**config.mk**
```make
export PLATFORM = sky130hd
export DESIGN_NAME = resilient_pipe_ctrl_flat
export DESIGN_NICKNAME = d
export VERILOG_FILES = /design/src/rtl/resilient_pipe_ctrl_pkg.sv /design/src/rtl/resilient_pipe_ctrl_if.sv /design/src/rtl/resilient_pipe_ctrl_stage_fsm.sv /design/src/rtl/resilient_pipe_ctrl.sv /design/src/flat_wrapper.sv
export SDC_FILE = /design/constraint.sdc
export NUM_CORES = 1
export LEC_CHECK = 0
export BUFFER_PORTS_ARGS = -buffer_cell sky130_fd_sc_hd__buf_2
export CAP_MARGIN = 20
export CORE_ASPECT_RATIO = 0.9
export CORE_MARGIN = 2
export CORE_UTILIZATION = 56
export CTS_BUF_LIST = sky130_fd_sc_hd__clkbuf_16
export DETAILED_ROUTE_END_ITERATION = 16
export PLACE_DENSITY = 0.76
export SYNTH_ARGS = -nofsm -noshare
export SYNTH_HDL_FRONTEND = slang
export SYNTH_SLANG_ARGS = --single-unit
```
**constraint.sdc**
```tcl
create_clock -name clk -period 3.6 [get_ports clk]
set_clock_uncertainty 0.15 [all_clocks]
set_input_delay 0.36 -clock clk [delete_from_list [all_inputs] [get_ports clk]]
set_output_delay 0.36 -clock clk [all_outputs]
set_load 0.005 [all_outputs]
```
**src/rtl/resilient_pipe_ctrl_pkg.sv**
```systemverilog
// Shared types for the resilient pipeline controller: stage states and
// dual-rail error codes as presented on {Err1, Err0}.
package resilient_pkg;

    typedef enum logic [1:0] {
        EMPTY   = 2'd0,
        EVAL    = 2'd1,
        RECOVER = 2'd2,
        FULL    = 2'd3
    } stage_st_e;

    // {rail "error", rail "no error"}
    localparam logic [1:0] DR_NULL = 2'b00;  // detector not yet resolved
    localparam logic [1:0] DR_OK   = 2'b01;
    localparam logic [1:0] DR_ERR  = 2'b10;
    localparam logic [1:0] DR_ILL  = 2'b11;  // both rails high: illegal

endpackage

```
**src/rtl/resilient_pipe_ctrl_if.sv**
```systemverilog
// Handshake and datapath-control bundle between the controller (master)
// and its environment: producer, consumer, stage latches and detectors.
interface resilient_pipe_ctrl_if #(
    parameter int STAGES = 3
);
    logic              Lreq;
    logic              Lack;
    logic              Rreq;
    logic              Rack;
    logic [STAGES-1:0] Err1;
    logic [STAGES-1:0] Err0;
    logic [STAGES-1:0] cap_en;
    logic [STAGES-1:0] sample;

    modport master (
        input  Lreq, Rack, Err1, Err0,
        output Lack, Rreq, cap_en, sample
    );

    modport slave (
        output Lreq, Rack, Err1, Err0,
        input  Lack, Rreq, cap_en, sample
    );
endinterface

```
**src/rtl/resilient_pipe_ctrl_stage_fsm.sv**
```systemverilog
// One pipeline stage: EMPTY -> EVAL -> (RECOVER ->) FULL. Owns the
// dual-rail resolution timeout counter. rec/perr are next-edge pulses.
module resilient_stage_fsm
    import resilient_pkg::*;
#(
    parameter int ERR_TIMEOUT = 4
) (
    input  logic      clk,
    input  logic      rst,
    input  logic      cap_in,   // new token captured into this stage
    input  logic      leave,    // downstream takes this stage's token
    input  logic      err1,
    input  logic      err0,
    output stage_st_e st,
    output logic      sample,
    output logic      rec,      // entering RECOVER on this edge
    output logic      perr      // protocol violation on this edge
);
    localparam int TW = $clog2(ERR_TIMEOUT + 1);

    stage_st_e      st_nxt;
    logic [TW-1:0]  tcnt, tcnt_nxt;

    assign sample = (st == EVAL);

    // next-state decode; Err rails only matter while evaluating
    always_comb begin
        st_nxt   = st;
        tcnt_nxt = tcnt;
        rec      = 1'b0;
        perr     = 1'b0;
        case (st)
            EMPTY: begin
                if (cap_in) begin
                    st_nxt   = EVAL;
                    tcnt_nxt = '0;
                end
            end
            EVAL: begin
                case ({err1, err0})
                    DR_OK:  st_nxt = FULL;
                    DR_ERR: begin
                        st_nxt = RECOVER;
                        rec    = 1'b1;
                    end
                    DR_ILL: begin
                        st_nxt = RECOVER;
                        rec    = 1'b1;
                        perr   = 1'b1;
                    end
                    default: begin
                        // unresolved: give up after ERR_TIMEOUT cycles and re-capture
                        if (tcnt == TW'(ERR_TIMEOUT - 1)) begin
                            st_nxt   = RECOVER;
                            rec      = 1'b1;
                            perr     = 1'b1;
                            tcnt_nxt = '0;
                        end else begin
                            tcnt_nxt = tcnt + TW'(1);
                        end
                    end
                endcase
            end
            RECOVER: st_nxt = FULL;
            FULL: begin
                if (leave) begin
                    if (cap_in) begin
                        st_nxt   = EVAL;
                        tcnt_nxt = '0;
                    end else begin
                        st_nxt = EMPTY;
                    end
                end
            end
            default: st_nxt = EMPTY;
        endcase
    end

    // state and timeout counter registers
    always_ff @(posedge clk or posedge rst) begin
        if (rst) begin
            st   <= EMPTY;
            tcnt <= '0;
        end else begin
            st   <= st_nxt;
            tcnt <= tcnt_nxt;
        end
    end

endmodule

```
**src/rtl/resilient_pipe_ctrl.sv**
```systemverilog
// Controller for an N-stage error-detecting datapath. Ripples accept from
// the output side, issues capture strobes, counts recovered errors and
// latches protocol violations.
module resilient_pipe_ctrl
    import resilient_pkg::*;
#(
    parameter int STAGES      = 3,
    parameter int ERR_TIMEOUT = 4,
    parameter int CNT_W       = 8
) (
    input  logic                 clk,
    input  logic                 rst,
    resilient_pipe_ctrl_if.master bus,
    output logic [CNT_W-1:0]     err_cnt,
    output logic                 protocol_err
);
    localparam int PW = $clog2(STAGES + 1);
    localparam int SW = CNT_W + PW;
    localparam logic [SW-1:0] CMAX = {{PW{1'b0}}, {CNT_W{1'b1}}};

    stage_st_e         st [STAGES];
    logic [STAGES-1:0] accept, leave, cap_in, cap_en, smp, rec, perr;
    logic              ripple;
    logic [PW-1:0]     pc;
    logic [SW-1:0]     sum;

    // accept/leave ripple from the consumer back to the producer
    always_comb begin
        ripple = bus.Rack;
        accept = '0;
        leave  = '0;
        for (int i = STAGES - 1; i >= 0; i--) begin
            leave[i]  = ripple;
            accept[i] = (st[i] == EMPTY) | ((st[i] == FULL) & ripple);
            ripple    = accept[i];
        end
    end

    // fresh-token captures: from upstream for stage 0, from the previous stage otherwise
    always_comb begin
        cap_in    = '0;
        cap_in[0] = bus.Lreq & accept[0] & ~rst;
        for (int i = 1; i < STAGES; i++)
            cap_in[i] = (st[i-1] == FULL) & accept[i];
    end

    for (genvar i = 0; i < STAGES; i++) begin : g_stage
        resilient_stage_fsm #(
            .ERR_TIMEOUT(ERR_TIMEOUT)
        ) u_fsm (
            .clk    (clk),
            .rst    (rst),
            .cap_in (cap_in[i]),
            .leave  (leave[i]),
            .err1   (bus.Err1[i]),
            .err0   (bus.Err0[i]),
            .st     (st[i]),
            .sample (smp[i]),
            .rec    (rec[i]),
            .perr   (perr[i])
        );
        // RECOVER re-captures the corrected data for one cycle
        assign cap_en[i] = cap_in[i] | (st[i] == RECOVER);
    end

    assign bus.Lack   = accept[0] & ~rst;
    assign bus.Rreq   = (st[STAGES-1] == FULL);
    assign bus.cap_en = cap_en;
    assign bus.sample = smp;

    // number of stages entering RECOVER this edge, added to the count
    always_comb begin
        pc = '0;
        for (int i = 0; i < STAGES; i++)
            pc = pc + PW'(rec[i]);
        sum = SW'(err_cnt) + SW'(pc);
    end

    // saturating error counter and sticky protocol flag
    always_ff @(posedge clk or posedge rst) begin
        if (rst) begin
            err_cnt      <= '0;
            protocol_err <= 1'b0;
        end else begin
            err_cnt      <= (sum > CMAX) ? {CNT_W{1'b1}} : sum[CNT_W-1:0];
            protocol_err <= protocol_err | (|perr);
        end
    end

endmodule

```
**src/flat_wrapper.sv**
```systemverilog
// flat-port wrapper written by rule: the top's interface ports become plain ports
module resilient_pipe_ctrl_flat import resilient_pkg::*;
#(
    parameter int STAGES      = 3,
    parameter int ERR_TIMEOUT = 4,
    parameter int CNT_W       = 8
)
  (clk, rst, err_cnt, protocol_err, bus_Lreq, bus_Rack, bus_Err1, bus_Err0, bus_Lack, bus_Rreq, bus_cap_en, bus_sample);
  resilient_pipe_ctrl_if #(.STAGES(STAGES)) bus_i ();
  input  logic clk;
  input  logic rst;
  output logic [CNT_W-1:0] err_cnt;
  output logic protocol_err;
  input wire logic [$bits(bus_i.Lreq)-1:0] bus_Lreq;
  input wire logic [$bits(bus_i.Rack)-1:0] bus_Rack;
  input wire logic [$bits(bus_i.Err1)-1:0] bus_Err1;
  input wire logic [$bits(bus_i.Err0)-1:0] bus_Err0;
  output wire logic [$bits(bus_i.Lack)-1:0] bus_Lack;
  output wire logic [$bits(bus_i.Rreq)-1:0] bus_Rreq;
  output wire logic [$bits(bus_i.cap_en)-1:0] bus_cap_en;
  output wire logic [$bits(bus_i.sample)-1:0] bus_sample;
  assign bus_i.Lreq = bus_Lreq;
  assign bus_i.Rack = bus_Rack;
  assign bus_i.Err1 = bus_Err1;
  assign bus_i.Err0 = bus_Err0;
  assign bus_Lack = bus_i.Lack;
  assign bus_Rreq = bus_i.Rreq;
  assign bus_cap_en = bus_i.cap_en;
  assign bus_sample = bus_i.sample;
  resilient_pipe_ctrl #(.STAGES(STAGES), .ERR_TIMEOUT(ERR_TIMEOUT), .CNT_W(CNT_W)) u_core (.clk(clk), .rst(rst), .bus(bus_i), .err_cnt(err_cnt), .protocol_err(protocol_err));
endmodule
```
==> results.py, run 1 <==
metrics = {
    "worst_setup_path": {
        "crit_arrival_ps": 3110,
        "start_kind": "flip-flop",
        "path_max_fanout": 8,
        "cp-end-kind": "flip-flop",
        "worst_ep_required_time_ps": 3630,
        "path_class": "reg2reg",
    },
    "clock_tree": {
        "cts_inserted_buffers": 3,
        "clk_latency_ps": 260,
        "cts_tree": "done",
        "cts_setup_buffers": 0,
        "clkSinkCount": 24,
        "clkTransAtPathRegs_ps": 60,
        "root_buffer": "clkbuf_16",
        "postCtsHoldBufs": 0,
        "htree_num_levels": 1,
        "cts_max_path_buffers": 2,
        "cts_resized": 0,
    },
    "synth": {
        "synth_warnings": 0,
        "async_reset_ff_share_pct": 100,
        "synth.most_common_cell": "dfrtp_1",
        "yosys.cell_types.count": 50,
        "synth_seq_area_share_pct": 35.3,
        "ys.flop_type": "dfrtp_1",
        "synth_cells": 173,
        "synth_top_area_share_pct": 35.3,
        "synthTopCellsByArea": "dfrtp_1, ha_1, nor2_1, inv_1, o21ai_0",
        "synthTopCellsByCount": "dfrtp_1, ha_1, nor2_1",
        "yosysTopAreaCell": "dfrtp_1",
        "avgSynthCellArea_um2": 9.84,
        "syn_area_um2": 1700,
        "syn-num-nets": 203,
        "ys_seq_elements": 24,
        "synth-edff-count": 0,
    },
    "timing": {
        "period_needed_ps": 3080,
        "max_freq_mhz": 325,
        "slew_viol_final": 0,
        "period_share_pct": 85.6,
        "fin_setup_tns_ps": 0,
        "finalSetupViolations": 0,
        "relSlewSlack_pct": 38.4,
        "rsz0062_at_grt": "no",
        "worstMarginPinSlew_ps": 923,
        "finalHoldViolations": 0,
    },
    "floorplan": {
        "rows": 18,
        "die_y_um": 56.3,
        "start_util_pct": 60.4,
        "dieWidth_um": 62.1,
        "ios": 27,
        "dieArea_um2": 3500,
        "core_area_um2": 2820,
    },
    "global_routing": {
        "antenna_found_initial": 0,
        "grt_pass1_wl_um": 6080,
        "grtUsageTotal_pct": 21.9,
        "globalRouteOverflowTotal": 0,
        "grt_max_degree": 25,
        "first_global_vias": 1330,
    },
    "detailed_routing": {
        "drt-total-wl_um": 3440,
        "drc": 0,
        "vias": 1366,
        "drt_iter0_drc": 62,
        "ant_nets": 0,
        "viasPerCell": 5.72,
        "dr.pass1.iters": 4,
        "avgRoutedWirePerCell_um": 14.4,
    },
    "finish": {
        "area_growth_pct": 15.0,
        "multi_input_area_um2": 1010,
        "final_nets": 230,
        "diodes": 0,
        "drive_gt1_share_pct": 24.1,
        "ff_latch_area_um2": 601,
        "fillerInstances": 232,
        "fin_util_pct": 69.5,
    },
    "power": {
        "power_density_nw_per_um2": 893,
        "ir_drop_mv": 0.494,
        "leakage_nw": 0.937,
    },
    "min_path": {
        "hold_class": "in2async",
    },
    "place": {
        "dp_hpwl_um": 2630,
        "port_buffers": 26,
        "place_congestion": 0.808,
    },
    "job": {
        "drv_cap": 0,
    },
    "outcome": {
        "status": "complete, no violations",
    },
}
-- per-layer routing --
metal | wire length (µm) | vias up | part of all wire (%) | global-route usage, %
li1 | - | 662 | - | -
met1 | 1600 | 659 | 46 | 27.3
met2 | 1650 | 40 | 48 | 39.3
met3 | 143 | 5 | 4.2 | 2.40
met4 | 52 | 0 | 1.5 | 8.57
met5 | 0 | - | 0 | 0
-- placed cells by master (no fill, tap or decap), drive strengths merged, types with 2 or more instances in the layout --
| cell | instances |
|---|---|
| ha | 18 |
| nor2 | 16 |
| a31oi | 2 |
| dfrtp | 24 |
| o21ai | 11 |
| a21oi | 5 |
| a21boi | 4 |
| o21bai | 3 |
| mux2 | 5 |
| a211oi | 2 |
| a221oi | 2 |
| inv | 15 |
| clkbuf | 3 |
| a32o | 2 |
| or2 | 2 |
| nor2b | 5 |
| nand3 | 4 |
| nand2 | 10 |
| nand2b | 4 |
| buf | 26 |
| and3 | 2 |
| nor3b | 2 |
| fa | 2 |
| mux2i | 4 |
| o211ai | 3 |
| o21a | 4 |
-- worst max-delay path, cell delays in order, from the launching register on --
cell	delay [ps]
dfrtp_1	400
ha_1	210
nand2b_1	100
nor2_1	50
o21a_1	190
fa_1	540
ha_1	210
inv_1	80
fa_1	510
nor2_1	270
a31oi_1	120
a41oi_1	170
-- kinds of logic after synthesis --
group | after synthesis | synth area share (%)
compound gates | 45 | 20.1
fa+ha+maj | 20 | 15.6
xor+xnor | 2 | 1.03
mux | 9 | 5.88
flops | 24 | 35.3
buf+inv | 19 | 5.07
simple gates | 54 | 17.1
-- final timing paths --
path | to | cells after the start | startpoint | slack [ps]
hold / removal | u_core.err_cnt[0] | 2 | rst | 160
max in group asynchronous | u_core.g_stage[2].u_fsm.st[0] | 2 | rst | 2570
setup reg to reg | u_core.err_cnt[6] | 11 | u_core.g_stage[2].u_fsm.tcnt[0] | 520
setup / recovery | u_core.err_cnt[6] | 11 | u_core.g_stage[2].u_fsm.tcnt[0] | 520
min in group clk | u_core.g_stage[0].u_fsm.tcnt[1] | 1 | u_core.g_stage[0].u_fsm.tcnt[1] | 350
hold reg to reg | u_core.g_stage[0].u_fsm.tcnt[1] | 1 | u_core.g_stage[0].u_fsm.tcnt[1] | 350
-- registers in the layout, summed over array words and instances, names as in the netlist --
signal	count
u_core.err_cnt	8
u_core.protocol_err	1
u_core.g_stage.u_fsm.tcnt	9
u_core.g_stage.u_fsm.st	6
-- area by class of cell --
type                            instances  share of cell area (%)
Multi-Input combinational cell        130                    51.9
Timing Repair Buffer                   26                    6.65
Tap cell                               40                    2.56
Inverter                               15                    2.88
Sequential cell                        24                    30.7
Clock buffer                            3                    3.84
Clock inverter                          1                    1.53
-- through the flow --
step | setup WS, ps | cells | area, µm² | total power, mW | hold slack, ps
6_report | 519 | 239 | 1960 | 1.75 | 162
5_1_grt | 298 | 239 | 1960 | 1.91 | 252
4_1_cts | 529 | 239 | 1960 | 1.76 | 209
3_5_place_dp | 615 | 235 | 1850 | 1.43 | 341
3_3_place_gp | 797 | 235 | 1850 | 1.38 | 317
2_1_floorplan | 886 | 173 | 1700 | 1.19 | 225
-- report_power, final --
| part | internal (mW) | total [mW] | switching, mW |
|---|---|---|---|
| registers | 0.381 | 0.487 | 0.106 |
| logic | 0.447 | 0.943 | 0.495 |
| clock network | 0.221 | 0.319 | 0.0975 |
| total | 1.05 | 1.75 | 0.699 |
(Power assumes the default switching activity.)
==> run 2: changes to the inputs <==
--- a/config.mk
+++ b/config.mk
@@ -13,6 +13,7 @@
 export CTS_BUF_LIST = sky130_fd_sc_hd__clkbuf_16
 export DETAILED_ROUTE_END_ITERATION = 16
 export PLACE_DENSITY = 0.76
+export REMOVE_ABC_BUFFERS = 1
 export SYNTH_ARGS = -nofsm -noshare
 export SYNTH_HDL_FRONTEND = slang
 export SYNTH_SLANG_ARGS = --single-unit
==> results.py, run 2 (synthesis results as in run 1) <==
metrics = {
    "outcome": {
        "status": "complete, no violations",
    },
    "clock_tree": {
        "cts_resized": 0,
        "root_buffer": "clkbuf_16",
        "clkTransAtPathRegs_ps": 60,
        "cts_setup_buffers": 0,
        "postCtsHoldBufs": 0,
        "cts_inserted_buffers": 3,
        "cts_tree": "done",
        "cts_max_path_buffers": 2,
        "clkSinkCount": 24,
        "clk_latency_ps": 250,
        "htree_num_levels": 1,
    },
    "worst_setup_path": {
        "r2r-end": "u_core.err_cnt[6]",
        "start_kind": "flip-flop",
        "cp_cell_sequence": "inv_1 > ha_1 > o21a_1 > fa_1 > ha_1 > inv_1 > fa_1 > nor2_1 > a31oi_1 > a41oi_1",
        "path_max_fanout": 8,
        "reg2regPathDepth": 10,
        "cp-end-kind": "flip-flop",
        "critPathSlowestCell": "fa_1",
        "crit_start": "u_core.g_stage[2].u_fsm.st[1]",
        "crit_arrival_ps": 2960,
        "worstSetupPathDepth": 10,
        "crit_buf_inv": 2,
        "worst_ep_required_time_ps": 3620,
        "endpoint": "u_core.err_cnt[6]",
        "r2r_start": "u_core.g_stage[2].u_fsm.st[1]",
        "crit_family": "adder cells",
        "slowest_delay_ps": 500,
        "path_class": "reg2reg",
        "worst-r2r-setup-slack_ps": 650,
    },
    "power": {
        "ir_drop_mv": 0.550,
        "power_density_nw_per_um2": 862,
        "leakage_nw": 0.925,
    },
    "finish": {
        "diodes": 0,
        "final_area_um2": 1930,
        "ff_latch_area_um2": 601,
        "final_nets": 230,
        "layout_common_cells": "buf_2, dfrtp_1, ha_1",
        "regMostFlops": "u_core.g_stage.u_fsm.tcnt",
        "largestRegisters": "u_core.g_stage.u_fsm.tcnt: 9 flops, u_core.err_cnt: 8 flops, u_core.g_stage.u_fsm.st: 6 flops",
        "largest_register_ffs": 9,
        "fillerInstances": 216,
        "drive_gt1_share_pct": 23.6,
        "area_growth_pct": 13.5,
        "final_common_cell": "buf_2",
        "multi_input_area_um2": 1010,
    },
    "timing": {
        "period_needed_ps": 2950,
        "finalSetupViolations": 0,
        "relSlewSlack_pct": 38.0,
        "period_share_pct": 81.9,
        "worstMarginPinSlew_ps": 929,
        "rsz0062_at_grt": "no",
        "fin_setup_tns_ps": 0,
        "slew_viol_final": 0,
        "finalHoldViolations": 0,
        "max_freq_mhz": 339,
    },
    "global_routing": {
        "first_global_vias": 1358,
        "grt_max_degree": 25,
        "grt_pass1_wl_um": 6200,
        "grtUsageTotal_pct": 21.5,
        "antenna_found_initial": 0,
        "globalRouteOverflowTotal": 0,
    },
    "place": {
        "port_buffers": 26,
        "dp_hpwl_um": 2640,
        "place_congestion": 0.866,
        "placed_area_um2": 1850,
    },
    "floorplan": {
        "rows": 18,
        "core_area_um2": 2820,
        "start_util_pct": 60.4,
        "ios": 27,
        "dieArea_um2": 3500,
        "dieWidth_um": 62.1,
        "die_y_um": 56.3,
    },
    "detailed_routing": {
        "viasPerCell": 5.52,
        "ant_nets": 0,
        "avgRoutedWirePerCell_um": 14.3,
        "drc": 0,
        "drt_iter0_drc": 69,
        "dr.pass1.iters": 4,
        "drt-total-wl_um": 3420,
        "vias": 1320,
    },
    "job": {
        "drv_cap": 0,
    },
    "min_path": {
        "hold_class": "in2async",
    },
}
## run 2: metrics by stage
stage	setup slack, ps	hold WS [ps]	cells	power (mW)	utilization [%]
after CTS	644	210	239	1.68	68.6
after detailed placement	636	339	235	1.43	65.8
after floorplan	886	225	169	1.16	-
final	652	171	239	1.66	68.6
after global placement	786	317	235	1.38	65.8
after global routing	437	283	239	1.83	68.6
## run 2: final cells by class
| cell class | count | share of cell area, % |
|---|---|---|
| clock buffer | 3 | 3.89 |
| multi-input combinational | 130 | 52.6 |
| timing repair buffer | 26 | 6.74 |
| sequential | 24 | 31.1 |
| clock inverter | 1 | 0.194 |
| inverter | 15 | 2.92 |
| tap | 40 | 2.59 |
## run 2: how the worst min path moves through the flow
stage / start / endpoint / slack [ps] / cells past startpoint
6_report: rst / u_core.g_stage[0].u_fsm.st[0] / 170 / 2
2_1_floorplan: rst / u_core.err_cnt[0] / 220 / 1
3_5_place_dp: u_core.g_stage[0].u_fsm.tcnt[1] / u_core.g_stage[0].u_fsm.tcnt[1] / 340 / 1
4_1_cts: rst / u_core.g_stage[0].u_fsm.st[0] / 210 / 2
5_1_grt: rst / u_core.g_stage[0].u_fsm.tcnt[0] / 280 / 2
3_3_place_gp: u_core.g_stage[2].u_fsm.tcnt[0] / u_core.g_stage[2].u_fsm.tcnt[0] / 320 / 1
## run 2: power by group
group	total, mW	switching (mW)	internal (mW)
logic	0.936	0.491	0.444
clock network	0.239	0.0903	0.148
registers	0.490	0.109	0.381
total	1.66	0.691	0.974
## run 2: layer usage
layer,GRT usage (%),part of all wire (%),vias up
li1,-,-,655
met1,30.1,48,630
met2,36.8,48,30
met3,2.61,3.2,5
met4,3.81,0.73,0
met5,0,0,-
